`config.mk`:
```
export PLATFORM = sky130hd
export DESIGN_NAME = trim_sweep_ctrl
export DESIGN_NICKNAME = d
export VERILOG_FILES = /design/src/rtl/trim_sweep_ctrl.sv
export SDC_FILE = /design/constraint.sdc
export NUM_CORES = 1
export LEC_CHECK = 0
export BUFFER_PORTS_ARGS = -buffer_cell sky130_fd_sc_hd__clkbuf_2
export CAP_MARGIN = 20
export CORE_MARGIN = 2
export CORE_UTILIZATION = 40
export DETAILED_ROUTE_END_ITERATION = 10
export PLACE_DENSITY = 0.62
export SLEW_MARGIN = 20
export SYNTH_ARGS = -nofsm -noshare
export SYNTH_HDL_FRONTEND = slang
export SYNTH_SLANG_ARGS = --single-unit
```
`constraint.sdc`:
```
create_clock -name CLK50 -period 2.1 [get_ports CLK50]
set_clock_uncertainty 0.2 [all_clocks]
set_input_delay 0.42 -clock CLK50 [delete_from_list [all_inputs] [get_ports CLK50]]
set_output_delay 0.42 -clock CLK50 [all_outputs]
set_load 0.02 [all_outputs]
```
`src/rtl/trim_sweep_ctrl.sv`:
```
// Bandgap trim sweep sequencer: shifts each code out serially, settles, samples CMP, stops on first hit.
// Optional macro TRIM_CMP_SYNC_EN adds a 2-flop synchronizer on CMP ahead of the sample point.
module trim_sweep_ctrl #(
  parameter int WIDTH      = 12,
  parameter int BIT_DIV    = 25,
  parameter int SETTLE_CYC = 1000,
  parameter int CODE_START = 0,
  parameter int CODE_END   = 4095
) (
  input  logic             CLK50,
  input  logic             RST,
  input  logic             START,
  input  logic             ABORT,
  input  logic             CMP,
  output logic             DOUT,
  output logic             ENCLK,
  output logic             BUSY,
  output logic             DONE,
  output logic             FOUND,
  output logic [WIDTH-1:0] TRIM_CODE,
  output logic [WIDTH-1:0] BEST_CODE
);

  localparam int DIV_W = $clog2(BIT_DIV);
  localparam int BIT_W = $clog2(WIDTH + 1);
  localparam int SET_W = $clog2(SETTLE_CYC + 1);
  localparam logic [DIV_W-1:0] DIV_LAST   = DIV_W'(BIT_DIV - 1);
  localparam logic [DIV_W-1:0] DIV_MID    = DIV_W'(BIT_DIV / 2);
  localparam logic [BIT_W-1:0] BIT_LAST   = BIT_W'(WIDTH - 1);
  localparam logic [SET_W-1:0] SET_LAST   = SET_W'(SETTLE_CYC - 1);
  localparam logic [WIDTH-1:0] CODE_FIRST = WIDTH'(CODE_START);
  localparam logic [WIDTH-1:0] CODE_LAST  = WIDTH'(CODE_END);

  typedef enum logic [2:0] {IDLE, LOAD, SHIFT, SETTLE, SAMPLE, FINISH} state_t;

  state_t           state, state_nxt;
  logic [WIDTH-1:0] shreg;
  logic [DIV_W-1:0] div_cnt;
  logic [BIT_W-1:0] bit_idx;
  logic [SET_W-1:0] settle_cnt;
  logic             cmp_eff;
  logic             abort_act;

  assign abort_act = ABORT && (state != IDLE);

`ifdef TRIM_CMP_SYNC_EN
  logic cmp_s1, cmp_s2;
  always_ff @(posedge CLK50) begin
    if (RST) begin
      cmp_s1 <= 1'b0;
      cmp_s2 <= 1'b0;
    end else begin
      cmp_s1 <= CMP;
      cmp_s2 <= cmp_s1;
    end
  end
  assign cmp_eff = cmp_s2;
`else
  assign cmp_eff = CMP;
`endif

  always_comb begin
    state_nxt = state;
    case (state)
      IDLE:    if (START) state_nxt = LOAD;
      LOAD:    state_nxt = SHIFT;
      SHIFT:   if (div_cnt == DIV_LAST && bit_idx == BIT_LAST) state_nxt = SETTLE;
      SETTLE:  if (settle_cnt == SET_LAST) state_nxt = SAMPLE;
      SAMPLE:  state_nxt = (cmp_eff || TRIM_CODE == CODE_LAST) ? FINISH : LOAD;
      FINISH:  state_nxt = IDLE;
      default: state_nxt = IDLE;
    endcase
    if (abort_act) state_nxt = IDLE;
  end

  // Strobe and done are suppressed in the abort cycle so the chain never sees a partial event.
  assign BUSY  = (state != IDLE);
  assign DONE  = (state == FINISH) && !abort_act;
  assign ENCLK = (state == SHIFT) && (div_cnt == DIV_MID) && !abort_act;

  always_ff @(posedge CLK50) begin
    if (RST) begin
      state      <= IDLE;
      DOUT       <= 1'b0;
      FOUND      <= 1'b0;
      TRIM_CODE  <= '0;
      BEST_CODE  <= '0;
      shreg      <= '0;
      div_cnt    <= '0;
      bit_idx    <= '0;
      settle_cnt <= '0;
    end else begin
      state <= state_nxt;
      if (abort_act) begin
        DOUT <= 1'b0;
      end else begin
        case (state)
          IDLE: if (START) begin
            TRIM_CODE <= CODE_FIRST;
            FOUND     <= 1'b0;
          end
          LOAD: begin
            shreg   <= TRIM_CODE;
            bit_idx <= '0;
            div_cnt <= '0;
          end
          SHIFT: begin
            if (div_cnt == '0) DOUT <= shreg[0];
            if (div_cnt == DIV_LAST) begin
              div_cnt <= '0;
              shreg   <= shreg >> 1;
              bit_idx <= bit_idx + 1'b1;
              if (bit_idx == BIT_LAST) begin
                DOUT       <= 1'b0;
                settle_cnt <= '0;
              end
            end else begin
              div_cnt <= div_cnt + 1'b1;
            end
          end
          SETTLE: settle_cnt <= settle_cnt + 1'b1;
          SAMPLE: begin
            if (cmp_eff) begin
              FOUND     <= 1'b1;
              BEST_CODE <= TRIM_CODE;
            end else if (TRIM_CODE == CODE_LAST) begin
              FOUND     <= 1'b0;
              BEST_CODE <= CODE_LAST;
            end else begin
              TRIM_CODE <= TRIM_CODE + 1'b1;
            end
          end
          default: ;
        endcase
      end
    end
  end

endmodule

```
[Yosys cells after proc, flatten, opt, wreduce, memory -nomap -nowiden]
Index checks and enable logic that the tools add are counted.
Storage, ports and cells
  bits in registers: 60
  bits in latches: 0
  RAM bits: 0
  memory bits (read-only): 0
  bits of input ports: 5
  memories: 0
Operators by class
  add/subtract/negate cells: 4
  multipliers: 0
  divide/modulo/power cells: 0
  order comparisons: 0
  eq/ne operators: 18
  shift operators: 0
  multiplexer cells: 27
  bitwise gates (word level): 1
  reductions and logical operators: 22
Operator list (number)
  $mux 12: 6
  $pmux 12 s2: 2
  $mux 10: 2
  $pmux 10 s2: 1
  $pmux 3 s5: 1
  $add 12x1->12 const B: 1
  $eq 12x12->1 const B: 1
  $mux 3: 4
  $add 10x1->10 const B: 1
  $eq 10x10->1 const B: 1
  $ne 2x2->1 const B: 5
  $pmux 5 s2: 1
  $reduce_and 3->1: 3
  $pmux 4 s2: 1
  $reduce_and 4->1: 2
  $reduce_bool 2->1: 4
  $eq 3x2->1 const B: 2
  $eq 3x3->1 const B: 2
  $mux 1: 6
  $add 5x1->5 const B: 1
  $eq 5x4->1 const B: 1
  $eq 5x5->1 const B: 1
  $logic_and 1x1->1: 5
  $logic_not 5->1: 1
  other kinds (16): 17

[Depth between registers and ports, before layout]
  depth in word-level cells: 4
  depth in mapped cells: 9
  mapped depth without buffers: 6

[Worst setup path before layout]
No wires, ideal clock.
  path type: reg2out
  start: reg state[1]
  end: out ENCLK
  arrival: 1.832 ns
  required time: 1.480 ns
  slack: -0.352 ns
  cell stages (with the launch flop): 6
  path buffers: 3
  cell sequence: dfxtp_1 > buf_6 > or3b_1 > buf_2 > clkbuf_1 > nor4_1
Between the ends
  word-level cells in the longest chain between the ends: 4
  elaborated cells between the ends (all ways): 6
Ends and longest elaborated chain
  from (decl): line 36  | state_t state, state_nxt;
  from (signal assigned): line 93  | state <= state_nxt;
  $reduce_bool 3->1: line 44  | assign abort_act = ABORT && (state != IDLE);
  $logic_and 1x1->1: line 44
  $logic_not 1->1: line 79  | assign ENCLK = (state == SHIFT) && (div_cnt == DIV_MID) && !abort_act;
  $logic_and 1x1->1 (*): line 79
  to (decl): line 16  | output logic ENCLK,
Mark *: on every way between the ends. The rest lies on a longest branch, timed or not.

[Worst setup path after layout]
Same ends and word-level chain as after synthesis.

==> impl_metrics.csv <==
group,metric,value,unit
clock_tree,clk_pin_slew,0.07,ns
sta,setup_viol,1,
place,dp_slack,-0.0223,ns
power_and_ir_drop,finalPower,2.45,mW
setup_path,crit_slowest_cell,"or3b_4",
grt,first_global_vias,2811,
synth,ys_seq_elements,60,
synth,yosysSeqAreaShare,0.376,
synth,synth_warnings,0,
floorplan,die-area,8710,sq um
clock_tree,cts.path.max_buffers,2,
place,port_buffers,33,
min_path,hold_path.class,"input port to register",
synth,async_flop_share,0,
grt,grtUsageMet3,0.0330,
floorplan,initial_core_util,0.413,
sta,fmax,476,MHz
synth,synth_area_per_cell,8.42,sq um
finish,fin_util,0.511,
synth,synth_top_area_frac,0.376,
setup_path,cp_top_family,"simple AND/OR/NAND/NOR gates",
synth,synth_area_leader_cell,"dfxtp_1",
place,place.detailed.hpwl,5670,um
sta,max_slew_margin,0.691,
grt,grt_util_met2,0.303,
routing,first_iter_violations,168,
floorplan,die_w,93.3,um
synth,synth_area_leaders,"dfxtp_1 (38%), nand2_1 (5.2%), a211oi_2 (3.9%)",
sta,tightestPinTransition,0.460,ns
routing,ant_nets,0,
grt,track_usage,0.197,
routing,wl_per_cell,15.3,um
synth,yosys.cell_count.top_type,"dfxtp_1",
synth,synth_commonest_cells,"dfxtp_1 (60), nand2_1 (44), nor2_1 (32)",
setup_path,cp.arrival,1.48,ns
routing,routed_wl,8330,um
routing,vias,3112,
routing,route.detailed.drc,0,
grt,grt_max_degree,29,
routing,vias_per_cell,5.72,
finish,antenna_cells,0,
routing,dr.pass1.iters,4,
clock_tree,clkLatencyLatePin,0.35,ns
setup_path,path_cells,"or3b_4, nor4_4, clkbuf_8",
setup_path,crit_fanout,7,
grt,grt-busiest-layer,"met2",
power_and_ir_drop,p_per_area,622,nW/um^2
power_and_ir_drop,cellLeakagePower,1.45,nW
status,violations,"setup timing",
clock_tree,numCtsBuffers,9,
sta,worst_slack,-0.00152,ns
synth,yosysUniqueCellTypes,61,
setup_path,cp_num_buf_inv,1,
sta,finalMaxSlewViolations,0,
synth,synth_cells,379,
grt,overflow,0,
finish,fin_nets,447,
clock_tree,cts_root_buffer,"clkbuf_8",
setup_path,required,1.48,ns
sta,setup_tns,-0.00152,ns
finish,area_delta_synth_final,23.7,%
sta,rsz0062_at_grt,"true",
sta,finalCriticalPeriod,2.10,ns
clock_tree,htree_num_levels,3,
sta,final.period_utilization,1.00,
job,max_cap_viol_count,0,
setup_path,crit_path_end_kind,"primary output",
sta,finalHoldViolations,0,
setup_path,slowest_delay,0.41,ns
floorplan,core,7730,sq um
grt,grtUsageMet1,0.269,
clock_tree,cts.sinks,60,
synth,syn-num-nets,389,
grt,antenna_found_initial,0,
floorplan,die_h,93.3,um
synth,syn_area,3190,sq um
place,place_congestion,0.875,
synth,synth_edf_count,0,
setup_path,worstSetupStartpointType,"register",
power_and_ir_drop,ir_drop,0.244,mV
floorplan,num_rows,32,
synth,synth_ff_type,"dfxtp_1",
grt,grt_pass1_wl,13700,um
status,status,"complete, but fails checks",
finish,drive_gt1_frac,0.278,
setup_path,path_class,"register to primary output",
floorplan,ios,34,
clock_tree,cts_tree,"built",
per-layer routing:
metal | share of wire | vias to the layer above | wire length (um)
met3 | 0.047 | 12 | 391
met5 | 0 | - | 0
li1 | - | 1535 | -
met1 | 0.46 | 1466 | 3860
met4 | 0.020 | 0 | 163
met2 | 0.47 | 99 | 3910
layout by cell type (no fill, tap or decap), types with 6 or more instances in the layout:
cell type and n:
dfxtp_1 56, nand2_1 43, buf_4 40, nor2_1 32, clkbuf_2 31, nand3_1 19, a21oi_1 19, inv_1 17
a311oi_1 11, a31oi_1 10, nor3_1 10, a211oi_2 10, clkbuf_8 10, or4_1 7, o31ai_1 7, nand4_1 6
flip-flops by register name (all words and copies together) (netlist names):
signal,flops
TRIM_CODE,12
shreg,12
bit_idx,4
settle_cnt,10
FOUND,1
div_cnt,5
DOUT,1
BEST_CODE,12
state,3
final timing paths:
kind | startpoint | to | slack (ns) | cells after the start
setup / recovery | state[1]$_SDFFE_PP0P_ | ENCLK | -0.002 | 3
hold / removal | START | state[2]$_SDFFE_PP0P_ | 0.20 | 3
setup reg to reg | div_cnt[1]$_SDFFE_PP0P_ | bit_idx[3]$_SDFFE_PP0P_ | 0.10 | 7
hold reg to reg | shreg[11]$_SDFFE_PP0P_ | shreg[11]$_SDFFE_PP0P_ | 0.25 | 2
worst min-delay path: stages:
cell	delay, ns
clkbuf_2	0.11
mux2i_1	0.12
nor3_1	0.06
report_power, final:
part           switching [mW]  leakage [nW]  internal, mW
registers              0.0119         0.486          1.15
logic                   0.154         0.880        0.0971
clock network           0.494        0.0845         0.545
total                   0.660          1.45          1.79
metrics by stage:
stage	cells	instance area [sq um]	hold slack, ns
2_1_floorplan	379	3210	0.232
3_3_place_gp	523	3650	0.240
3_5_place_dp	523	3650	0.246
4_1_cts	540	3880	0.210
5_1_grt	544	3950	0.227
6_report	544	3950	0.204
cells by family (layout without fill, tap and decap cells):
logic type	after synthesis	after routing	synth area share
simple gates	159	159	0.265
compound gates	102	103	0.250
mux	1	1	0.00314
xor+xnor	5	5	0.0196
fa+ha+maj	5	5	0.0196
flops	60	60	0.376
buf+inv	47	109	0.0662
what timing repair did:
| action | CTS | global route |
|---|---|---|
| gates cloned | 0 | 1 |
| hold buffers | 0 | 0 |
| pin swaps | 0 | 1 |
| gates resized for setup | 7 | 13 |
| buffers inserted | 1 | 3 |
| setup endpoints to repair | 8 | 15 |
final cells by class:
class                   instances  area, sq um
clock buffers                  10          128
clock inverters                 6         65.1
fillers                       748         3780
inverters                      18         70.1
multi-input cells             273         1840
flip-flops and latches         60         1210
well taps                     102          128
repair buffers                 75          508
Note: power is estimated with default switching activity, not from simulation.
